`config.mk`:
```
export PLATFORM = sky130hd
export DESIGN_NAME = mmio_bus_ctrl
export DESIGN_NICKNAME = d
export VERILOG_FILES = /design/src/rtl/mmio_bus_ctrl.sv
export SDC_FILE = /design/constraint.sdc
export NUM_CORES = 1
export LEC_CHECK = 0
export CORE_MARGIN = 2
export CORE_UTILIZATION = 25
export CTS_BUF_LIST = sky130_fd_sc_hd__clkbuf_2
export CTS_CLUSTER_SIZE = 16
export DETAILED_ROUTE_END_ITERATION = 8
export PLACE_DENSITY = 0.46
export SETUP_SLACK_MARGIN = 0.02
export SYNTH_ARGS = -nofsm -noshare
export SYNTH_HDL_FRONTEND = slang
export SYNTH_SLANG_ARGS = --single-unit
export TNS_END_PERCENT = 30
```
`constraint.sdc`:
```
create_clock -name clk -period 4 [get_ports clk]
set_clock_uncertainty 0.15 [all_clocks]
set_input_delay 0.6 -clock clk [delete_from_list [all_inputs] [get_ports clk]]
set_output_delay 0.6 -clock clk [all_outputs]
set_load 0.01 [all_outputs]
```
`src/rtl/mmio_bus_ctrl.sv`:
```
// Load/store bus controller for the core: decodes memory vs. memory-mapped IO,
// runs a multi-cycle memory FSM, and owns the IO channel registers.
// Optional feature macro: MMIO_READBACK_EN (loads from offset 0x4 return io_out[k]).
module mmio_bus_ctrl #(
  parameter int DATA_W  = 32,
  parameter int IO_W    = 16,
  parameter int N_IO    = 4,
  parameter int MEM_LAT = 1
) (
  input  logic                   clk,
  input  logic                   reset,
  input  logic                   req_valid,
  input  logic                   req_we,
  input  logic [31:0]            req_addr,
  input  logic [DATA_W-1:0]      req_wdata,
  output logic                   req_ready,
  output logic                   rsp_valid,
  output logic [DATA_W-1:0]      rsp_rdata,
  output logic                   mem_en,
  output logic                   mem_we,
  output logic [31:0]            mem_addr,
  output logic [DATA_W-1:0]      mem_wdata,
  input  logic [DATA_W-1:0]      mem_rdata,
  input  logic [N_IO*IO_W-1:0]   io_in,
  output logic [N_IO*IO_W-1:0]   io_out,
  output logic [N_IO-1:0]        io_wr_strobe,
  output logic                   err
);

  typedef enum logic [1:0] {
    IDLE     = 2'd0,
    MEM_ACC  = 2'd1,
    MEM_WAIT = 2'd2
  } state_t;

  localparam logic [2:0] WAIT_LAST = 3'(MEM_LAT - 1);
  localparam logic [4:0] N_IO_L    = 5'(N_IO);

  state_t            state;
  state_t            state_next;
  logic [2:0]        wait_cnt;
  logic              wait_done;
  logic              lat_we;

  logic              accept;
  logic              is_io;
  logic              io_mapped;
  logic [3:0]        ch_idx;
  logic [1:0]        reg_sel;
  logic              sel_out;
  logic              io_wr_hit;
  logic [N_IO-1:0]   wr_onehot;
  logic [IO_W-1:0]   io_rdata;

  logic [N_IO*IO_W-1:0] sync_q1;
  logic [N_IO*IO_W-1:0] sync_q2;
  logic [IO_W-1:0]      io_reg [N_IO];

  // ---------------------------------------------------------------------------
  // Address decode
  // ---------------------------------------------------------------------------
  assign is_io     = &req_addr[31:10];
  assign ch_idx    = req_addr[7:4];
  assign reg_sel   = req_addr[3:2];
  assign sel_out   = reg_sel[0];
  assign io_mapped = ({1'b0, ch_idx} < N_IO_L) && (req_addr[9:8] == 2'b00) && !reg_sel[1];

  assign accept    = req_valid && req_ready;
  assign io_wr_hit = accept && is_io && io_mapped && req_we && sel_out;
  assign wait_done = (state == MEM_WAIT) && (wait_cnt == WAIT_LAST);

  // ---------------------------------------------------------------------------
  // FSM: state register
  // ---------------------------------------------------------------------------
  // NOTE: every clocked process uses non-blocking (<=) so all flops update from
  // pre-edge values; blocking (=) here would create order-dependent races.
  always_ff @(posedge clk) begin
    if (reset) begin
      state    <= IDLE;
      wait_cnt <= '0;
    end else begin
      state    <= state_next;
      wait_cnt <= (state == MEM_WAIT) ? wait_cnt + 3'd1 : 3'd0;
    end
  end

  // FSM: next-state logic
  // NOTE: state_next gets a default before the case so no path leaves it
  // unassigned, which would otherwise infer a latch.
  always_comb begin
    state_next = state;
    unique case (state)
      IDLE:     if (accept && !is_io) state_next = MEM_ACC;
      MEM_ACC:  state_next = MEM_WAIT;
      MEM_WAIT: if (wait_done) state_next = IDLE;
      default:  state_next = IDLE;
    endcase
  end

  // FSM: outputs decoded from state
  always_comb begin
    req_ready = 1'b0;
    mem_en    = 1'b0;
    mem_we    = 1'b0;
    unique case (state)
      IDLE:     req_ready = 1'b1;
      MEM_ACC: begin
        mem_en = 1'b1;
        mem_we = lat_we;
      end
      default: ;
    endcase
  end

  // ---------------------------------------------------------------------------
  // Memory request latch: held from MEM_ACC through the end of MEM_WAIT
  // ---------------------------------------------------------------------------
  always_ff @(posedge clk) begin
    if (reset) begin
      mem_addr  <= '0;
      mem_wdata <= '0;
      lat_we    <= 1'b0;
    end else if (accept && !is_io) begin
      mem_addr  <= req_addr;
      mem_wdata <= req_wdata;
      lat_we    <= req_we;
    end
  end

  // ---------------------------------------------------------------------------
  // IO input synchronisers
  // ---------------------------------------------------------------------------
  always_ff @(posedge clk) begin
    if (reset) begin
      sync_q1 <= '0;
      sync_q2 <= '0;
    end else begin
      sync_q1 <= io_in;
      sync_q2 <= sync_q1;
    end
  end

  // ---------------------------------------------------------------------------
  // IO output registers
  // ---------------------------------------------------------------------------
  always_comb begin
    wr_onehot = '0;
    for (int ch = 0; ch < N_IO; ch++) begin
      wr_onehot[ch] = io_wr_hit && (ch_idx == 4'(ch));
    end
  end

  // NOTE: this small register bank drives pins and must come out of reset at 0,
  // so it is cleared element by element; a true RAM array would be left unreset.
  always_ff @(posedge clk) begin
    if (reset) begin
      for (int ch = 0; ch < N_IO; ch++) io_reg[ch] <= '0;
    end else begin
      for (int ch = 0; ch < N_IO; ch++) begin
        if (wr_onehot[ch]) io_reg[ch] <= req_wdata[IO_W-1:0];
      end
    end
  end

  for (genvar g = 0; g < N_IO; g++) begin : g_io_out
    assign io_out[g*IO_W +: IO_W] = io_reg[g];
  end

  // Read mux: offset 0x0 is the synchronised input; 0x4 reads back only if enabled
  always_comb begin
    io_rdata = '0;
    for (int ch = 0; ch < N_IO; ch++) begin
      if (ch_idx == 4'(ch)) begin
        if (!sel_out) begin
          io_rdata = sync_q2[ch*IO_W +: IO_W];
        end
`ifdef MMIO_READBACK_EN
        else begin
          io_rdata = io_reg[ch];
        end
`endif
      end
    end
  end

  // ---------------------------------------------------------------------------
  // Response path: IO answers one cycle after accept, memory on the last wait cycle
  // ---------------------------------------------------------------------------
  always_ff @(posedge clk) begin
    if (reset) begin
      rsp_valid    <= 1'b0;
      rsp_rdata    <= '0;
      err          <= 1'b0;
      io_wr_strobe <= '0;
    end else begin
      rsp_valid    <= 1'b0;
      err          <= 1'b0;
      io_wr_strobe <= wr_onehot;
      if (accept && is_io) begin
        rsp_valid <= 1'b1;
        err       <= !io_mapped;
        rsp_rdata <= (io_mapped && !req_we) ? DATA_W'(io_rdata) : '0;
      end else if (wait_done) begin
        rsp_valid <= 1'b1;
        rsp_rdata <= lat_we ? '0 : mem_rdata;
      end
    end
  end

endmodule

```
Yosys cells after proc, flatten, opt, wreduce, memory -nomap -nowiden
Memories as Yosys holds them, arrays and structs flattened. Index checks and enable logic that the tools add are counted.

$lt $le $gt $ge: 1. Mux-type cells: 38. Eq/ne operators: 7. $add $sub $neg: 1. Bitwise gates (word level): 6. Reductions and logical operators: 27.

Operators with widths (number): $mux W16 (13); $mux W32 (3); $reduce_and A22 Y1 (1); $mux W1 (19); $logic_and A1 B1 Y1 (14); $eq A4 B2 Y1 const B (2); $pmux W2 S3 (1); $eq A4 B1 Y1 const B (1); $logic_not A1 Y1 (4); $logic_not A2 Y1 (2); $logic_not A4 Y1 (1); $lt A4 B3 Y1 const B (1); $mux W2 (2); $ne A2 B2 Y1 const B (2); $or A1 B1 Y1 (4); $reduce_or A2 Y1 (2); $add A3 B1 Y3 const B (1); $logic_not A3 Y1 (1); $eq A2 B1 Y1 const B (1); $eq A2 B2 Y1 const B (1); $not A1 Y1 (2); $reduce_and A2 Y1 (1); $reduce_bool A2 Y1 (1).

Bits of input ports: 164. Output and inout port bits: 169. Flip-flop bits (word level): 236. Memories: 1. Logic and storage cells: 92. Bits in writable memories: 64.

Memories: io_reg (depth 4, bits a word 16, rd ports 4, clocked after memory_dff 0, write ports 4, RTL line 57) `logic [IO_W-1:0] io_reg [N_IO];`.

Longest topological paths before layout
Depth in word-level cells: 12. Mapped depth: 8. Gate-level depth less buffers: 6.

Worst setup path after synthesis
No wires, ideal clock.

Path type: input port to flip-flop. Start: input req_addr[30]. End: memory io_reg[3][0], enable pin. Path slack: 1293 ps. Buffers on the path: 0. Data required time: 3477 ps. Library setup time: 373 ps. Stages: 5. Data arrival time: 2184 ps. Cells stage by stage: nand4_1 > or4_1 > or2_2 > nor2_1 > a41o_1.

RTL lines: start, declared (RTL line 14) `input logic [31:0] req_addr,`; end, declared (RTL line 57).

Worst setup path after layout
Start: register state[0]. End: output mem_we.

Cells in the longest elaborated chain, start to end: 2.

RTL lines: start, declared (RTL line 39) `state_t state;`; start signal, assigned (RTL line 82) `state <= state_next;`; $eq A2 B1 Y1 (RTL line 105) `unique case (state)`; $mux W1 (RTL line 105); end, declared (RTL line 20) `output logic mem_we,`.

No other way between the ends.

==> impl_results.md <==
- Asr flop ratio synth: 0
- Layout area overhead: 53.5%
- Mapped Cells: 968
- TritonCTS clock tree: built
- Worst Path Required: 3.25 ns
- Row Count: 74
- Synthesized cell area: 10,400 µm²
- RSZ-0062 raised after global routing: false
- Cell variety after synth: 44
- Pre-antenna DRT Iters: 4
- Routed via count: 8,312
- Final hold vios: 0
- Run status: finished, final reports clean
- Crit Path Class: reg -> out
- Worst setup margin: 0.878 ns
- Die Wd: 208 µm
- CP Launch Type: flip-flop
- Total wire length: 32.7 mm
- Setup violators final: 0
- LEAKAGE: 6.10 nW
- Synthesized Nets: 1,134
- Initial Util: 0.254
- Number of fill cells: 4,161
- Initial antenna violation count: 3
- Post-Place Cells: 1,786
- Sinks on the clock net: 300
- Rel. slew slack: 0.373
- Max VDD drop: 0.141 mV
- Most common cell after layout, fill and taps aside: clkdlybuf4s50_1
- Dpl ws: 0.554 ns
- CTS buffer count: 82
- DRT iter0 DRCs: 349
- WP data arrival: 2.37 ns
- EDFF count, synth: 64
- Routability cong.: 0.833
- Hold Crit Class: in -> reg
- Global-route wire length before repair: 50.0 mm
- Max-cap viol count: 0
- DP HPWL: 23.1 mm
- Ys flop type: dfxtp_1
- # port buffers: 332
- Postcts setup bufs: 0
- Slew Limit Fails: 0
- Pwr/cell area: 396 nW/µm²
- Max clock buf depth: 3
- Sequential fraction of the synthesis area: 0.638
- Critical path peak fanout: 4
- GRT Residual Overflow: 0
- Drt wl/cell: 16.2 µm
- Shortest period the worst path allows: 3.12 ns
- Residual DRC: 0
- Global Route Usage Sum: 0.150
- Antenna-violating nets left: 0
- Clk root buf: clkbuf_2
- Yosys warning count: 0
- Pin count of the biggest net entering global routing: 95
- Core ar.: 40,900 µm²
- Maximum level of the CTS H-tree: 3
- Syn Area/Cell: 10.8 µm²
- Critical path endpoint category: output pin
- Final Cycle Share: 0.780
- Layout Cells excl Fill: 2,020
- Slew at the pin closest to its max-slew limit: 0.940 ns
- Number of I/O pins: 333
- CTS clk-pin slew, worst paths: 0.10 ns
- Die Span Y: 208 µm
- Layout cells sized above 1: 0.131
- Fmax: 320 MHz
- Synthesis-stage register bit count: 300
- Commonest non-fill, non-tap cells in the layout: clkdlybuf4s50_1, dfxtp_1, clkbuf_2, nor2b_1, nand2_1
- Die area: 43,300 µm²
- Vias in the first global route: 8,475
- Vias per cell: 4.11
- Setup TNS: 0 ns
- Worst skew pair latency: 0.93 ns
- Nets@finish: 1,590
[timing repair]
item | in CTS | in global routing
resized for setup | 0 | 0
endpoints found under the hold margin | 113 | 0
hold buffers | 86 | 0
[layout make-up]
type | count | area [µm²] | area share
diodes | 2 | 5.00 | 0.000313
clock buffers | 134 | 671 | 0.0420
clock inverters | 12 | 135 | 0.00846
inverters | 4 | 15.0 | 0.000940
multi-input cells | 598 | 3490 | 0.218
flip-flops and latches | 300 | 6650 | 0.416
well taps | 532 | 666 | 0.0417
repair buffers | 438 | 4350 | 0.272
[cells in the mapped netlist, types with 3 or more instances]
master / instances / area (µm²)
edfxtp_1: 64 / 1920
buf_1: 4 / 15.0
nor3b_1: 31 / 233
o32ai_1: 4 / 35.0
buf_2: 12 / 60.1
dfxtp_1: 236 / 4720
and2_1: 65 / 407
and4_1: 3 / 26.3
nor4b_1: 3 / 26.3
a21oi_1: 97 / 485
nor3_1: 3 / 15.0
nor2b_1: 133 / 832
nand2_1: 131 / 492
nand2b_1: 5 / 31.3
mux2_2: 15 / 169
nor2_1: 45 / 169
o32ai_2: 10 / 163
nand4_1: 9 / 56.3
clkbuf_1: 49 / 184
o22ai_1: 15 / 93.8
inv_1: 4 / 15.0
[where the power goes]
group	internal [mW]	leakage (nW)	switching, mW	total [mW]
clock	1.06	0.612	1.27	2.33
sequential	3.22	2.60	0.0458	3.26
combinational	0.419	2.89	0.321	0.741
total	4.70	6.10	1.64	6.33
[worst max-delay path: stages, from the launching register on]
cell	delay (ns)
dfxtp_1	0.37
nor2b_1	0.31
and2_1	0.18
clkdlybuf4s50_1	0.58
[cells by family after synthesis]
group | count (synthesis) | synth area share
buffers and inverters | 70 | 0.0274
AND/OR/NAND/NOR | 443 | 0.231
flip-flops | 300 | 0.638
adder cells (fa/ha/maj) | 2 | 0.00240
multiplexers | 16 | 0.0184
AO/OA/AOI/OAI | 136 | 0.0821
XOR/XNOR | 1 | 0.000841
[layer usage]
layer	GRT usage	vias to the layer above	wire [µm]
li1	-	4194	-
met1	0.181	3783	14100
met2	0.254	292	15800
met3	0.0447	41	2240
met4	0.0516	2	544
met5	0	-	12
[worst paths after layout]
kind | startpoint | end | slack, ns | cells after the start
setup / recovery | state[0] | mem_we | 0.88 | 3
hold / removal | io_in[47] | sync_q1[47] | 0.15 | 2
setup reg to reg | state[1] | io_reg[2][6] | 1.71 | 5
hold reg to reg | sync_q1[8] | sync_q2[8] | 0.26 | 1
[metrics by stage]
step,util,power (mW),area [µm²],hold WS [ns]
finish,0.390,6.33,16000,0.147
global route,0.390,6.72,16000,0.0425
CTS,0.390,6.49,16000,0.000233
global placement,0.350,4.02,14300,0.268
detailed placement,0.350,4.02,14300,0.273
floorplan,-,3.59,10400,0.264
(Power assumes the default switching activity.)
